<file path="src/rtl/demux_pkg.sv">
// Shared definitions for the demux18 serial-to-parallel deserializer.
package demux_pkg;
    localparam int WIDTH_DEF = 8;
    localparam int SEL_W_DEF = 3;

    typedef enum logic {
        COLLECT = 1'b0,
        FULL    = 1'b1
    } state_t;
endpackage

</file>
<file path="src/rtl/demux18_idx.sv">
// Wrapping bit-index counter logic: sof forces the current bit to index 0.
module demux18_idx #(
    parameter int WIDTH = 8,
    parameter int SEL_W = $clog2(WIDTH)
) (
    input  logic [SEL_W-1:0] sel,
    input  logic             sof,
    output logic [SEL_W-1:0] idx,
    output logic [SEL_W-1:0] sel_next,
    output logic             last_bit
);
    // WIDTH is a power of two, so the natural SEL_W overflow is the wrap.
    assign idx      = sof ? '0 : sel;
    assign sel_next = idx + 1'b1;
    assign last_bit = (idx == SEL_W'(WIDTH - 1));
endmodule

</file>
<file path="src/rtl/demux18_deser.sv">
// Serial-to-parallel deserializer: LSB-first bit assembly through a 1:WIDTH
// demux, with a one-word holding stage behind a valid/ready output register.
module demux18_deser
    import demux_pkg::*;
#(
    parameter  int WIDTH = WIDTH_DEF,
    localparam int SEL_W = $clog2(WIDTH)
) (
    input  logic             clk,
    input  logic             rst,
    input  logic             din,
    input  logic             din_valid,
    output logic             din_ready,
    input  logic             sof,
    output logic [WIDTH-1:0] dout,
    output logic             dout_valid,
    input  logic             dout_ready,
    output logic [SEL_W-1:0] sel,
    output logic             frame_err
);
    state_t            state_reg, state_next;
    logic [SEL_W-1:0]  sel_reg;
    logic [WIDTH-1:0]  asm_reg;
    logic [WIDTH-1:0]  asm_next;
    logic [WIDTH-1:0]  dout_reg;
    logic              dout_valid_reg;
    logic              frame_err_reg;

    logic [SEL_W-1:0]  idx;
    logic [SEL_W-1:0]  sel_next;
    logic              last_bit;
    logic              accept;
    logic              deliver;
    logic              complete;
    logic              out_free;
    logic              load_complete;
    logic              load_held;

    demux18_idx #(
        .WIDTH (WIDTH),
        .SEL_W (SEL_W)
    ) u_idx (
        .sel      (sel_reg),
        .sof      (sof),
        .idx      (idx),
        .sel_next (sel_next),
        .last_bit (last_bit)
    );

    assign accept        = din_valid & din_ready;
    assign deliver       = dout_valid_reg & dout_ready;
    assign complete      = accept & last_bit;
    assign out_free      = ~dout_valid_reg | dout_ready;
    assign load_complete = complete & out_free;
    assign load_held     = (state_reg == FULL) & deliver;

    // 1:WIDTH demux: only the addressed bit takes din, the rest hold.
    for (genvar gi = 0; gi < WIDTH; gi++) begin : g_demux
        assign asm_next[gi] = (accept && (idx == SEL_W'(gi))) ? din : asm_reg[gi];
    end

    always_ff @(posedge clk) begin
        if (rst) begin
            state_reg <= COLLECT;
        end else begin
            state_reg <= state_next;
        end
    end

    always_comb begin
        state_next = state_reg;
        case (state_reg)
            COLLECT: if (complete && !out_free) state_next = FULL;
            FULL:    if (deliver)               state_next = COLLECT;
            default:                            state_next = COLLECT;
        endcase
    end

    always_comb begin
        din_ready = (state_reg == COLLECT);
    end

    always_ff @(posedge clk) begin
        if (rst) begin
            sel_reg        <= '0;
            asm_reg        <= '0;
            dout_reg       <= '0;
            dout_valid_reg <= 1'b0;
            frame_err_reg  <= 1'b0;
        end else begin
            frame_err_reg <= accept & sof & (sel_reg != '0);
            if (accept) begin
                sel_reg <= sel_next;
                asm_reg <= asm_next;
            end
            // A completed word parks in asm_reg while FULL until the consumer frees dout.
            if (load_complete) begin
                dout_reg       <= asm_next;
                dout_valid_reg <= 1'b1;
            end else if (load_held) begin
                dout_reg       <= asm_reg;
                dout_valid_reg <= 1'b1;
            end else if (deliver) begin
                dout_valid_reg <= 1'b0;
            end
        end
    end

    assign dout       = dout_reg;
    assign dout_valid = dout_valid_reg;
    assign sel        = sel_reg;
    assign frame_err  = frame_err_reg;
endmodule

</file>
<file path="config.mk">
export PLATFORM = sky130hd
export DESIGN_NAME = demux18_deser
export DESIGN_NICKNAME = d
export VERILOG_FILES = /design/src/rtl/demux_pkg.sv /design/src/rtl/demux18_idx.sv /design/src/rtl/demux18_deser.sv
export SDC_FILE = /design/constraint.sdc
export NUM_CORES = 1
export LEC_CHECK = 0
export CAP_MARGIN = 20
export CELL_PAD_IN_SITES_DETAIL_PLACEMENT = 1
export CELL_PAD_IN_SITES_GLOBAL_PLACEMENT = 1
export CORE_ASPECT_RATIO = 0.7
export CORE_MARGIN = 4
export CORE_UTILIZATION = 40
export DETAILED_ROUTE_END_ITERATION = 12
export PLACE_DENSITY = 0.8
export SLEW_MARGIN = 20
export SYNTH_ARGS = -nofsm -noshare
export SYNTH_HDL_FRONTEND = slang
export SYNTH_SLANG_ARGS = --single-unit
export TNS_END_PERCENT = 20
</file>
<file path="constraint.sdc">
create_clock -name clk -period 3.3 [get_ports clk]
set_input_delay 0.825 -clock clk [delete_from_list [all_inputs] [get_ports clk]]
set_output_delay 0.825 -clock clk [all_outputs]
set_load 0.1 [all_outputs]
</file>
==> results.md <==
Clock tree:
- The H-tree depth is 1.
- The buffers inserted during post-CTS setup optimization is 0.
- The CTS tree is yes.
- The later pin in the worst-skew pair is clocked with a latency of slightly above 0.3 ns.
- In this run, CTS created clock tree buffers numbering 3.
- Clock-pin slew was measured on the worst setup and hold paths at ~0.12 ns.
- The total number of clock tree sinks is 22.
- The post-cts sizing count is 0.
- The root buffer cell is clkbuf_4.
- The quantity of hold-fixing buffers added after cts is 0.
- In this run the deepest clock path goes through 2 buffers.

Synthesis:
- During synthesis, Yosys emitted a total of 0 warnings.
- The number of distinct library cells after synthesis is 34.
- The cell area that synthesis handed to floorplanning was ~1000 µm².
- The synthesized netlist net count is 119.
- The largest area contributor in the netlist is dfxtp_1.
- In the synthesized netlist, the cells that appear most often are 22 x dfxtp_1, 19 x nand2_1, 10 x a21oi_1, 10 x nor2_1, 7 x mux2i_1.
- In this run, synthesis inferred 0 flip-flops with an integrated enable.
- The cell with the most instances after synthesis is dfxtp_1.
- Ranked by total cell area, the synthesized netlist is headed by dfxtp_1 44%, nand2_1 7.1%, mux2i_1 7.0%, a21oi_1 5.0%, nor2_1 3.8%.
- Synthesis produced 112 cells.
- The top-area cell type share of the netlist area is between 40% and 50%.
- The number of register bits inferred by synthesis is 22.
- Sequential elements use about 44% of the synthesized area.
- In the synthesized netlist the async set-or-reset flop fraction comes to 0%.
- The most used flip-flop cell after synthesis is dfxtp_1.
- The mean post-synth cell area is between 8 and 9 µm².

Floorplan:
- The floorplan die area is 0.00337 mm².
- The die is approximately 50 µm tall.
- The initial utilization of the core area, before any placement, comes to 44.2%.
- The number of standard-cell rows in the floorplan is 14.
- During I/O placement, the number of pins put on the boundary was 20.
- The floorplan step defined a core boundary enclosing between 0.002 and 0.0025 mm².
- The floorplan step set the die width to around 68 µm.

Critical path:
- The endpoint identified for the worst register-to-register timing path is dout[6].
- The delay contributed by the slowest stage of the critical path is 0.54 ns.
- STA classifies the critical path endpoint as a flip-flop.
- The slowest cell on the critical path is clkdlybuf4s50_1.
- The reg2reg setup slack is between 1 and 1.5 ns.
- Along the worst path, the maximum fanout reaches 9.
- The launch point of the worst reg-to-reg path is sel[1].
- The cell depth of the worst flop-to-flop path is 6.
- The critical path goes through clkdlybuf4s50_1 -> and3b_1 -> ha_1 -> nand3b_1 -> a21oi_4 -> a21oi_1 -> a221oi_1.
- The required time at the endpoint of the critical path is roughly 3.5 ns.
- STA puts the critical path data arrival time at around 2.7 ns.
- The worst setup path is of the in2reg kind.
- Among cell families on the critical path, the largest total delay comes from compound AO/OA/AOI/OAI gates.
- The category of the worst setup path launch point is an input port.
- Counting both buffers and inverters, the worst setup path holds a total of 1.
- The critical path launch point is sof.

Pwr:
- The total design power is between 0.4 and 0.5 mW.
- Summed over all cells, the static leakage comes to between 0.4 and 0.5 nW.
- The power per unit of standard cell area is 387 mW/mm².
- The maximum ir drop on the vdd rail is between 0.00015 and 0.0002 V.

Finish:
- The fraction of layout instances using a drive strength above 1 is a little under a fifth.
- Relative to the synthesized area, the layout overhead comes to 20.9%.
- The final antenna diode count is 0.
- Fill cells in the final layout number between 200 and 300.
- Once layout is complete, the cells apart from fillers number 162.
- The cell area after layout is about 0.0012 mm².
- The final layout contains 138 nets.

GRT:
- The global-route wire length before repair is ~4400 µm.
- Global routing used ~17% of the available tracks.
- The global route total overflow is 0.
- The via count of the first global-routing pass is just over 900.
- The number of antenna violations at the first check in global routing was 0.
- Entering global routing, the biggest net connects 24 pins.

Route:
- After detailed routing, the number of remaining DRC violations is 0.
- For this block, the initial DRC count from the detailed router was 48.
- In this run the remaining antenna-violating nets after routing total 0.
- The via density per instance is around 5.6.
- For this run, the detailed router's first-pass iteration total came to 4.
- The overall routed net length is between 2000 and 3000 µm.
- The detailed router placed 910 vias in this run.
- The wire length per cell is about 16 µm.

STA:
- Static timing analysis puts the maximum clock frequency at roughly 400 MHz.
- Hold timing on the final database bottoms out at a slack of just under 0.5 ns.
- The final count of hold timing violations was 0.
- The final period demand of the worst path is 2.50 ns.
- The slew at the pin closest to its max-slew limit is approximately 0.86 ns.
- The clock arrives with slightly above 0.005 ns of skew.
- The sum of negative setup slack is 0 ns.
- The number of max-slew violations in the final report is 0.
- Setup repair after global routing left no endpoint under its margin.
- After layout, the worst path uses between 70% and 80% of the clock period.
- Setup violations remaining at the end of the flow were counted as 0.
- Headroom to the max-slew limit came out at between 40% and 50%.

Hold path:
- The worst hold path depth is 2.
- The path class of the lowest-slack min-delay path is reg2reg.
- The startpoint identified for the worst hold timing path is dout[5].
- The capture endpoint of the worst hold path is dout[5].

Place:
- Once detailed placement completed, the half-perimeter wirelength came to between 1500 and 2000 µm.
- The instance count after placement with tap cells included is roughly 160.
- The global placer's final weighted congestion is 0.769.
- Buffers placed on the I/O ports in this run total 19.
- The area of placed instances is 0.00117 mm².

Run status:
- The run finished with clean final reports.

Job:
- Across the run, the number of max-cap violations was 0.
==> layout make-up <==
cell class	count	area, µm²	share of cell area [%]
Multi-Input combinational cell	82	524	43.4
Sequential cell	22	440	36.5
Timing Repair Buffer	19	155	12.8
Tap cell	32	40.0	3.32
Clock buffer	4	36.3	3.01
Inverter	3	11.3	0.933
==> cell families (layout without fill, tap and decap cells) <==
logic type                 count (synthesis)  after routing  synth area share (%)
adders and majority gates                  1              1                  1.25
and+or+nand+nor                           48             48                  25.8
buffers and inverters                      8             26                  3.38
AOI/OAI and AO/OA                         26             26                  18.4
muxes                                      7              7                  7.02
DFF                                       22             22                  44.1
==> power breakdown <==
part	switching [mW]	internal [mW]	leakage [nW]
Clock	0.0811	0.0674	0.0210
Sequential	0.00439	0.269	0.178
Combinational	0.0314	0.0143	0.293
==> cell usage in the layout, fill, tap and decap left out, drive strengths merged, types with 2 or more instances in the layout <==
master / synthesis / layout
dfxtp: 22 / 22
nand2: 19 / 19
buf: 3 / 14
a21oi: 11 / 11
nor2: 10 / 10
mux2i: 7 / 7
nand3: 6 / 6
clkdlybuf4s50: 0 / 5
a31o: 4 / 4
clkbuf: 2 / 4
inv: 3 / 3
a221oi: 3 / 3
o21ai: 3 / 3
nand2b: 2 / 2
==> stage by stage <==
step / worst slack [ns] / util (%)
2_1_floorplan: 0.979 / -
3_3_place_gp: 0.585 / 51.8
3_5_place_dp: 0.498 / 51.8
4_1_cts: 0.815 / 53.4
5_1_grt: 0.651 / 53.4
6_report: 0.797 / 53.4
==> layer usage <==
metal | vias up | share of wire, % | global-route usage, %
met1 | 454 | 48 | 23.3
met3 | 2 | 4.5 | 5.91
met4 | 0 | 0.42 | 1.01
li1 | 435 | - | -
met5 | - | 0 | 0
met2 | 19 | 47 | 27.1
==> worst max-delay path by stage <==
stage              end  cells after the start
6_report       dout[6]                      7
5_1_grt        dout[6]                      7
4_1_cts        dout[6]                      7
3_5_place_dp   dout[6]                      7
3_3_place_gp   dout[6]                      7
2_1_floorplan  dout[5]                      6
==> worst min-delay path: cells and delay by family (launching register included) <==
family / cells / cell delay [ns]
AND/OR/NAND/NOR: 1 / 0.05
flip-flops: 1 / 0.33
AO/OA/AOI/OAI: 1 / 0.06
Power figures use the tool's default switching activity.
